<file path="src/rtl/ccd_cfg_pkg.sv">
// ---------------------------------------------------------------------------
// ccd_cfg_pkg
// Shared definitions for the CCD sensor register update scheduler:
//   - register index encoding (EXP=0, R=1, B=2, G1=3, G2=4)
//   - sensor register addresses
//   - scheduler FSM state encoding
//   - helpers: fixed-priority pick over the pending vector, index->address
// No ports (package).
// ---------------------------------------------------------------------------
package ccd_cfg_pkg;

   localparam int NUM_REGS = 5;

   // Index encoding doubles as the bit position in the pending vector
   // {G2,G1,B,R,EXP}; a lower index means a higher issue priority.
   localparam logic [2:0] IDX_EXP = 3'd0;
   localparam logic [2:0] IDX_R   = 3'd1;
   localparam logic [2:0] IDX_B   = 3'd2;
   localparam logic [2:0] IDX_G1  = 3'd3;
   localparam logic [2:0] IDX_G2  = 3'd4;

   localparam logic [7:0] ADDR_EXP = 8'h09;
   localparam logic [7:0] ADDR_G1  = 8'h2B;
   localparam logic [7:0] ADDR_B   = 8'h2C;
   localparam logic [7:0] ADDR_R   = 8'h2D;
   localparam logic [7:0] ADDR_G2  = 8'h2E;

   typedef enum logic [2:0] {
      ST_IDLE      = 3'd0,
      ST_ISSUE     = 3'd1,
      ST_WAIT_DONE = 3'd2,
      ST_RETRY     = 3'd3,
      ST_DROP      = 3'd4
   } state_t;

   // Fixed priority EXP > R > B > G1 > G2, i.e. lowest set bit wins.
   function automatic logic [2:0] pick_idx(input logic [4:0] p);
      logic [2:0] idx;
      idx = IDX_EXP;
      if (p[0])      idx = IDX_EXP;
      else if (p[1]) idx = IDX_R;
      else if (p[2]) idx = IDX_B;
      else if (p[3]) idx = IDX_G1;
      else if (p[4]) idx = IDX_G2;
      return idx;
   endfunction

   function automatic logic [7:0] idx_addr(input logic [2:0] idx);
      logic [7:0] a;
      case (idx)
         IDX_EXP: a = ADDR_EXP;
         IDX_R:   a = ADDR_R;
         IDX_B:   a = ADDR_B;
         IDX_G1:  a = ADDR_G1;
         IDX_G2:  a = ADDR_G2;
         default: a = ADDR_EXP;
      endcase
      return a;
   endfunction

endpackage

</file>
<file path="src/rtl/ccd_sync2.sv">
// ---------------------------------------------------------------------------
// ccd_sync2
// Two-flop synchroniser bringing an asynchronous level into the CLK domain.
// Ports:
//   CLK    in  1  destination clock
//   RESET  in  1  synchronous active-high reset (both flops clear to 0)
//   d      in  1  asynchronous level
//   q      out 1  synchronised level, two CLK cycles of latency
// ---------------------------------------------------------------------------
module ccd_sync2 (
   input  logic CLK,
   input  logic RESET,
   input  logic d,
   output logic q
);

   logic meta;

   always_ff @(posedge CLK) begin
      if (RESET) begin
         meta <= 1'b0;
         q    <= 1'b0;
      end else begin
         meta <= d;
         q    <= meta;
      end
   end

endmodule

</file>
<file path="src/rtl/ccd_reg_update_scheduler.sv">
// ---------------------------------------------------------------------------
// ccd_reg_update_scheduler
// Watches the exposure / gain values coming from the SoC PIO, detects
// changes against a per-register shadow of what the sensor holds, and
// sequences the resulting register writes onto the single I2C write engine.
// Writes are only started during vertical blank (synchronised FVAL low), at
// most MAX_PER_VBL per blank interval, with NACK/timeout retries.
//
// Ports:
//   CLK, RESET              clock, synchronous active-high reset
//   iFVAL                   frame valid (asynchronous, synchronised here)
//   iExposure .. iGreen2G   requested register values (16 bit each)
//   oI2C_REQ/ADDR/DATA      write request towards the I2C engine
//   iI2C_ACK                engine accepted the request (1-cycle pulse)
//   iI2C_DONE/iI2C_NACK     transfer finished / sensor NACK flag
//   oPENDING                pending bits {G2,G1,B,R,EXP}
//   oBUSY                   FSM is not IDLE
//   oERR                    sticky: a write was dropped after retries
//   oWR_COUNT               successful write counter (wraps)
//   oSTATE                  current FSM state (debug visibility)
//
// Engine handshake: oI2C_REQ rises with ADDR/DATA already valid and both
// stay stable until the engine pulses iI2C_ACK; REQ drops the cycle after
// ACK. Exactly one iI2C_DONE pulse then follows (possibly in the ACK cycle
// itself), with iI2C_NACK qualifying it. A missing DONE is treated as NACK
// once TIMEOUT_CYC cycles have passed since ACK.
// ---------------------------------------------------------------------------
module ccd_reg_update_scheduler
   import ccd_cfg_pkg::*;
#(
   parameter int MAX_RETRY   = 3,
   parameter int TIMEOUT_CYC = 65535,
   parameter int MAX_PER_VBL = 5
) (
   input  logic        CLK,
   input  logic        RESET,
   input  logic        iFVAL,
   input  logic [15:0] iExposure,
   input  logic [15:0] iRedG,
   input  logic [15:0] iBlueG,
   input  logic [15:0] iGreen1G,
   input  logic [15:0] iGreen2G,
   output logic        oI2C_REQ,
   output logic [7:0]  oI2C_ADDR,
   output logic [15:0] oI2C_DATA,
   input  logic        iI2C_ACK,
   input  logic        iI2C_DONE,
   input  logic        iI2C_NACK,
   output logic [4:0]  oPENDING,
   output logic        oBUSY,
   output logic        oERR,
   output logic [15:0] oWR_COUNT,
   output logic [2:0]  oSTATE
);

   // ------------------------------------------------------------------
   // Frame-valid synchronisation and blank detection
   // ------------------------------------------------------------------
   logic fval_s;
   logic fval_q;
   logic vbl;
   logic fval_fall;

   ccd_sync2 u_fval_sync (
      .CLK   (CLK),
      .RESET (RESET),
      .d     (iFVAL),
      .q     (fval_s)
   );

   always_ff @(posedge CLK) begin
      if (RESET) fval_q <= 1'b0;
      else       fval_q <= fval_s;
   end

   assign vbl       = ~fval_s;
   assign fval_fall = fval_q & ~fval_s;

   // ------------------------------------------------------------------
   // Requested values, shadows and pending detection
   // ------------------------------------------------------------------
   logic [15:0] in_val     [NUM_REGS];
   logic [15:0] shadow     [NUM_REGS];
   logic [15:0] shadow_nxt [NUM_REGS];
   logic [4:0]  force_q;
   logic [4:0]  force_nxt;
   logic [4:0]  pending_q;

   assign in_val[IDX_EXP] = iExposure;
   assign in_val[IDX_R]   = iRedG;
   assign in_val[IDX_B]   = iBlueG;
   assign in_val[IDX_G1]  = iGreen1G;
   assign in_val[IDX_G2]  = iGreen2G;

   state_t      state;
   logic [2:0]  hold_idx;
   logic [3:0]  retry;
   logic [15:0] timer;
   logic [2:0]  vbl_cnt;

   // Outcome of the current transfer, seen either in ISSUE (ACK and DONE
   // in the same cycle) or in WAIT_DONE.
   logic in_xfer;
   logic wr_ok;
   logic xfer_fail;
   logic shadow_we;
   logic retry_ok;
   logic can_start;
   logic [2:0] sel_idx;

   assign in_xfer   = ((state == ST_ISSUE) && iI2C_ACK) || (state == ST_WAIT_DONE);
   assign wr_ok     = in_xfer && iI2C_DONE && !iI2C_NACK;
   assign xfer_fail = (in_xfer && iI2C_DONE && iI2C_NACK) ||
                      ((state == ST_WAIT_DONE) && !iI2C_DONE && (timer == 16'(TIMEOUT_CYC)));
   assign shadow_we = wr_ok || (state == ST_DROP);
   assign retry_ok  = retry < 4'(MAX_RETRY);
   assign can_start = (|pending_q) && vbl && (vbl_cnt < 3'(MAX_PER_VBL));
   assign sel_idx   = pick_idx(pending_q);

   // The shadow is loaded with the data that actually went out (held in
   // oI2C_DATA), not the live input, so a mid-transfer change re-raises
   // pending and is sent afterwards.
   always_comb begin
      force_nxt = force_q;
      for (int i = 0; i < NUM_REGS; i++) shadow_nxt[i] = shadow[i];
      if (shadow_we) begin
         shadow_nxt[hold_idx] = oI2C_DATA;
         force_nxt[hold_idx]  = 1'b0;
      end
   end

   // Pending is computed from the next shadow so the register written this
   // cycle cannot look pending for one stale cycle after returning to IDLE.
   // force_q keeps every register pending after reset until it is written.
   always_ff @(posedge CLK) begin
      if (RESET) begin
         for (int i = 0; i < NUM_REGS; i++) shadow[i] <= 16'h0000;
         force_q   <= 5'b11111;
         pending_q <= 5'b11111;
      end else begin
         for (int i = 0; i < NUM_REGS; i++) begin
            shadow[i]    <= shadow_nxt[i];
            pending_q[i] <= force_nxt[i] | (in_val[i] != shadow_nxt[i]);
         end
         force_q <= force_nxt;
      end
   end

   // ------------------------------------------------------------------
   // Writes started in the current blank interval
   // ------------------------------------------------------------------
   always_ff @(posedge CLK) begin
      if (RESET)
         vbl_cnt <= 3'd0;
      else if (fval_fall)
         vbl_cnt <= 3'd0;
      else if ((state == ST_ISSUE) && iI2C_ACK && (vbl_cnt != 3'd7))
         vbl_cnt <= vbl_cnt + 3'd1;
   end

   // ------------------------------------------------------------------
   // Scheduler FSM
   // ------------------------------------------------------------------
   always_ff @(posedge CLK) begin
      if (RESET) begin
         state     <= ST_IDLE;
         oI2C_REQ  <= 1'b0;
         oI2C_ADDR <= 8'h00;
         oI2C_DATA <= 16'h0000;
         hold_idx  <= IDX_EXP;
         retry     <= 4'd0;
         timer     <= 16'h0000;
         oERR      <= 1'b0;
         oWR_COUNT <= 16'h0000;
      end else begin
         case (state)
            ST_IDLE: begin
               if (can_start) begin
                  hold_idx  <= sel_idx;
                  oI2C_ADDR <= idx_addr(sel_idx);
                  oI2C_DATA <= in_val[sel_idx];
                  retry     <= 4'd0;
                  oI2C_REQ  <= 1'b1;
                  state     <= ST_ISSUE;
               end
            end

            ST_ISSUE: begin
               if (iI2C_ACK) begin
                  oI2C_REQ <= 1'b0;
                  timer    <= 16'h0000;
                  if (wr_ok) begin
                     oWR_COUNT <= oWR_COUNT + 16'd1;
                     state     <= ST_IDLE;
                  end else if (xfer_fail) begin
                     if (retry_ok) begin
                        retry <= retry + 4'd1;
                        state <= ST_RETRY;
                     end else begin
                        state <= ST_DROP;
                     end
                  end else begin
                     state <= ST_WAIT_DONE;
                  end
               end
            end

            ST_WAIT_DONE: begin
               timer <= timer + 16'd1;
               if (wr_ok) begin
                  oWR_COUNT <= oWR_COUNT + 16'd1;
                  state     <= ST_IDLE;
               end else if (xfer_fail) begin
                  if (retry_ok) begin
                     retry <= retry + 4'd1;
                     state <= ST_RETRY;
                  end else begin
                     state <= ST_DROP;
                  end
               end
            end

            // Re-issue with the same hold registers, but only in blank.
            ST_RETRY: begin
               if (vbl) begin
                  oI2C_REQ <= 1'b1;
                  state    <= ST_ISSUE;
               end
            end

            // Shadow takes the held data (see shadow_we) so the dropped
            // value is not retried forever.
            ST_DROP: begin
               oERR  <= 1'b1;
               state <= ST_IDLE;
            end

            default: state <= ST_IDLE;
         endcase
      end
   end

   assign oPENDING = pending_q;
   assign oBUSY    = (state != ST_IDLE);
   assign oSTATE   = state;

endmodule

</file>
<file path="config.mk">
export PLATFORM = sky130hd
export DESIGN_NAME = ccd_reg_update_scheduler
export DESIGN_NICKNAME = d
export VERILOG_FILES = /design/src/rtl/ccd_cfg_pkg.sv /design/src/rtl/ccd_sync2.sv /design/src/rtl/ccd_reg_update_scheduler.sv
export SDC_FILE = /design/constraint.sdc
export NUM_CORES = 1
export LEC_CHECK = 0
export CAP_MARGIN = 0
export CORE_UTILIZATION = 55
export CTS_CLUSTER_SIZE = 40
export DETAILED_ROUTE_END_ITERATION = 6
export MAX_ROUTING_LAYER = met4
export PLACE_DENSITY = 0.8
export SLEW_MARGIN = 10
export SYNTH_ARGS = -nofsm -noshare
export SYNTH_HDL_FRONTEND = slang
export SYNTH_SLANG_ARGS = --single-unit
</file>
<file path="constraint.sdc">
create_clock -name CLK -period 2.7 [get_ports CLK]
set_input_delay 0.54 -clock CLK [delete_from_list [all_inputs] [get_ports CLK]]
set_output_delay 0.54 -clock CLK [all_outputs]
set_load 0.005 [all_outputs]
</file>
==> results of run 1 <==
==> layer usage <==
layer | vias to the layer above | wire (microns) | share of wire (%)
li1 | 4103 | - | -
met1 | 4135 | 11700 | 40
met2 | 560 | 13240 | 45
met3 | 128 | 3115 | 11
met4 | 0 | 1537 | 5.2
met5 | - | 0 | 0
==> power groups by stage <==
stage	logic [mW]	registers, mW	clock network (mW)
after floorplan	0.848	2.61	0
after global placement	1.50	2.77	0
after detailed placement	1.51	2.77	0
after CTS	1.52	2.71	2.60
after global routing	1.65	2.73	2.70
final	1.56	2.73	2.59
==> flip-flops by register name, summed over array words and instances (netlist names) <==
signal	flops
oSTATE	3
vbl_cnt	3
u_fval_sync.meta	1
oI2C_DATA	16
oI2C_ADDR	5
retry	4
timer	16
oPENDING	5
fval_q	1
shadow	80
oI2C_REQ	1
u_fval_sync.q	1
force_q	5
oERR	1
hold_idx	3
oWR_COUNT	16
==> final cells by class <==
class / count / area [sq um]
clock inverters: 13 / 185.2
repair buffers: 219 / 1987
clock buffers: 19 / 442.9
inverters: 41 / 153.9
fillers: 1203 / 4028
multi-input cells: 804 / 5031
flip-flops and latches: 161 / 3223
well taps: 211 / 264.0
==> worst min-delay path by stage <==
stage / endpoint / cells after the start
after global placement: u_fval_sync.q$_SDFF_PP0_ / 1
final: timer[10]$_SDFFE_PP0P_ / 2
after floorplan: u_fval_sync.q$_SDFF_PP0_ / 1
after CTS: timer[10]$_SDFFE_PP0P_ / 2
after global routing: timer[7]$_SDFFE_PP0P_ / 2
after detailed placement: u_fval_sync.q$_SDFF_PP0_ / 1
==> worst register-to-register path, delay by kind of cell (launching register included) <==
kind | cells | cell delay (ns)
and+or+nand+nor | 2 | 0.50
AOI/OAI and AO/OA | 4 | 1.09
DFF | 1 | 0.59
buffers and inverters | 1 | 0.19
==> cell usage in the layout, fill, tap and decap left out, drive strengths merged, types with 5 or more instances in the layout <==
master         count
nor4              13
nand2            143
a2111oi            7
ha                 5
o22ai             25
xnor2             61
a21oi             93
a222oi             6
a22oi             19
a221oi             5
a21o               8
a211oi             9
nor3              20
nor2              80
nand2b            22
nor2b             16
dfxtp            161
mux2i             41
and3               9
buf               87
inv               42
or3               12
nor3b              5
o211ai            20
o21ai             38
clkinv             6
xor2              51
nand4             23
clkbuf            19
nand3             15
clkdlybuf4s50    132
mux2               8
==> logic make-up (layout without fill, tap and decap cells) <==
| group | count (synthesis) | count (layout) | synth area share [%] |
|---|---|---|---|
| other | 1 | 3 | 0.04301 |
| multiplexers | 49 | 49 | 5.784 |
| AND/OR/NAND/NOR | 373 | 373 | 20.35 |
| buffers and inverters | 117 | 292 | 5.482 |
| AO/OA/AOI/OAI | 262 | 262 | 19.40 |
| XOR/XNOR | 112 | 112 | 11.25 |
| flip-flops | 161 | 161 | 36.97 |
| adder cells (fa/ha/maj) | 5 | 5 | 0.7176 |
==> out/metrics.cfg, run 1 <==
[status]
status = finished clean

[grt]
grt_util_met1_pct = 45.70
grtUsageMet3_pct = 7.429
grt_max_degree = 60
grt_use_met2_pct = 58.18
antenna_found_initial = 0
grt_pass1_wl_microns = 45230
grt.total_usage_pct = 37.44
grt_pass1_vias = 8400
grt.busiest_layer = met2
grt-ovfl-total = 0

[power_and_ir_drop]
p_switching_mw = 2.086
internal-power_mw = 4.790
p_comb_share_pct = 22.6
p_seq_share_pct = 39.7
power_mw = 6.876
vdd_ir_drop_max_uv = 527.4
swShare_pct = 30.34
cellLeakagePower_nw = 4.156
clkPwrFrac_pct = 37.6
powerDensity_mw_per_mm2 = 609.2

[routing]
routed_wl_microns = 29590
via_count = 8926
drc = 0
avgViaCountPerCell = 6.080
ant_nets = 0
first_pass_iters = 6
drtIter0Drc = 1022
wl_per_cell_microns = 20.16

[cts]
clk_path_buf_depth = 2
htreeDepth = 4
clock_latency_ns = 0.43
clockRootBuffer = clkbuf_16
tritoncts = done
cts_buffers = 17
hold_buffers = 0
postCtsResizedCells = 0
clk_pin_slew_ns = 0.06
cts_num_sinks = 161
post-cts-setup-buffer-count = 0

[logic_synthesis]
synth_warnings = 0
synth_edf_count = 0
synth_ff_type = dfxtp_1
synth_cells = 1080
syn_area_sq_mm = 0.008718
synth-seq-cells = 161
ys_seq_area_share_pct = 36.97
synthArstFlopShare_pct = 0
synth_area_leaders = dfxtp_1 37%, nand2_1 6.2%, xnor2_1 6.1%
synthTopCellsByCount = 161 x dfxtp_1, 143 x nand2_1, 92 x a21oi_1
ys_types = 68
synthMostInstantiatedCell = dfxtp_1
synth.avg_cell_area_sq_um = 8.073
yosysTopAreaCellShare_pct = 36.97
synth_top_area_cell = dfxtp_1

[critical_path]
worst-path-stages = 1
path_cells = clkdlybuf4s50_1
path_buf_inv = 1
endpoint = oI2C_DATA[1]
r2r_cells = 7
crit_type = reg2out
max_stage_delay_ns = 0.90
r2r_start = oSTATE[0]$_SDFFE_PP0P_
worstPathArrival_ns = 1.99
cp-start-kind = flip-flop
end_kind = output pin
r2r_end = oPENDING[3]$_SDFF_PP1_
critical_path.top_delay_family = flip-flops
crit_slowest_cell = dfxtp_1
worstSetupStartpoint = oI2C_DATA[1]$_SDFFE_PP0P_
worst-endpoint-required_ns = 2.16
worstPathMaxFanout = 12
r2r_setup_slack_ns = 0.19

[floorplanning]
core_sq_mm = 0.01531
die-width_microns = 127.9
row_count = 45
start_util_pct = 56.93
io_pins = 137
die_height_microns = 127.9
dieArea_sq_mm = 0.01636

[timing]
grt_setup_unrepaired = no
hold_viol_final = 0
tightest_slew_ns = 0.8887
whs_ns = 0.3919
fin_setup_tns_ns = 0
fin_crit_sh_pct = 93.59
drv_slew = 0
timing.final.ws_setup_ns = 0.1731
fin_skew_ns = 0.006709
setup_viol = 0
max_freq_mhz = 395.7
period_needed_ns = 2.527
relSlewSlack_pct = 40.67

[layout]
fin_cells = 1468
nets = 1335
layout-drive-gt1-share_pct = 11.38
diodes = 0
area.growth.synth_to_final_pct = 29.46
final_area_sq_mm = 0.01129
fin_util_pct = 73.70

[place]
io_buffers = 133
dp_hpwl_microns = 21550
place_area_sq_mm = 0.01066
gp_congestion = 1.001
place_inst = 1436
pre_cts_ws_ns = -0.1529

[worst_hold_path]
hold_start = RESET
hold_path_class = in2reg

[job]
drv_cap = 0

(Power assumes the default switching activity.)
==> run 2, diff against run 1 <==
--- a/config.mk
+++ b/config.mk
@@ -11,7 +11,7 @@
 export DETAILED_ROUTE_END_ITERATION = 6
 export MAX_ROUTING_LAYER = met4
 export PLACE_DENSITY = 0.8
-export SLEW_MARGIN = 10
+export SLEW_MARGIN = 20
 export SYNTH_ARGS = -nofsm -noshare
 export SYNTH_HDL_FRONTEND = slang
 export SYNTH_SLANG_ARGS = --single-unit
==> results of run 2 <==
No change in the layout: final DEF, timing and power equal those of run 1.
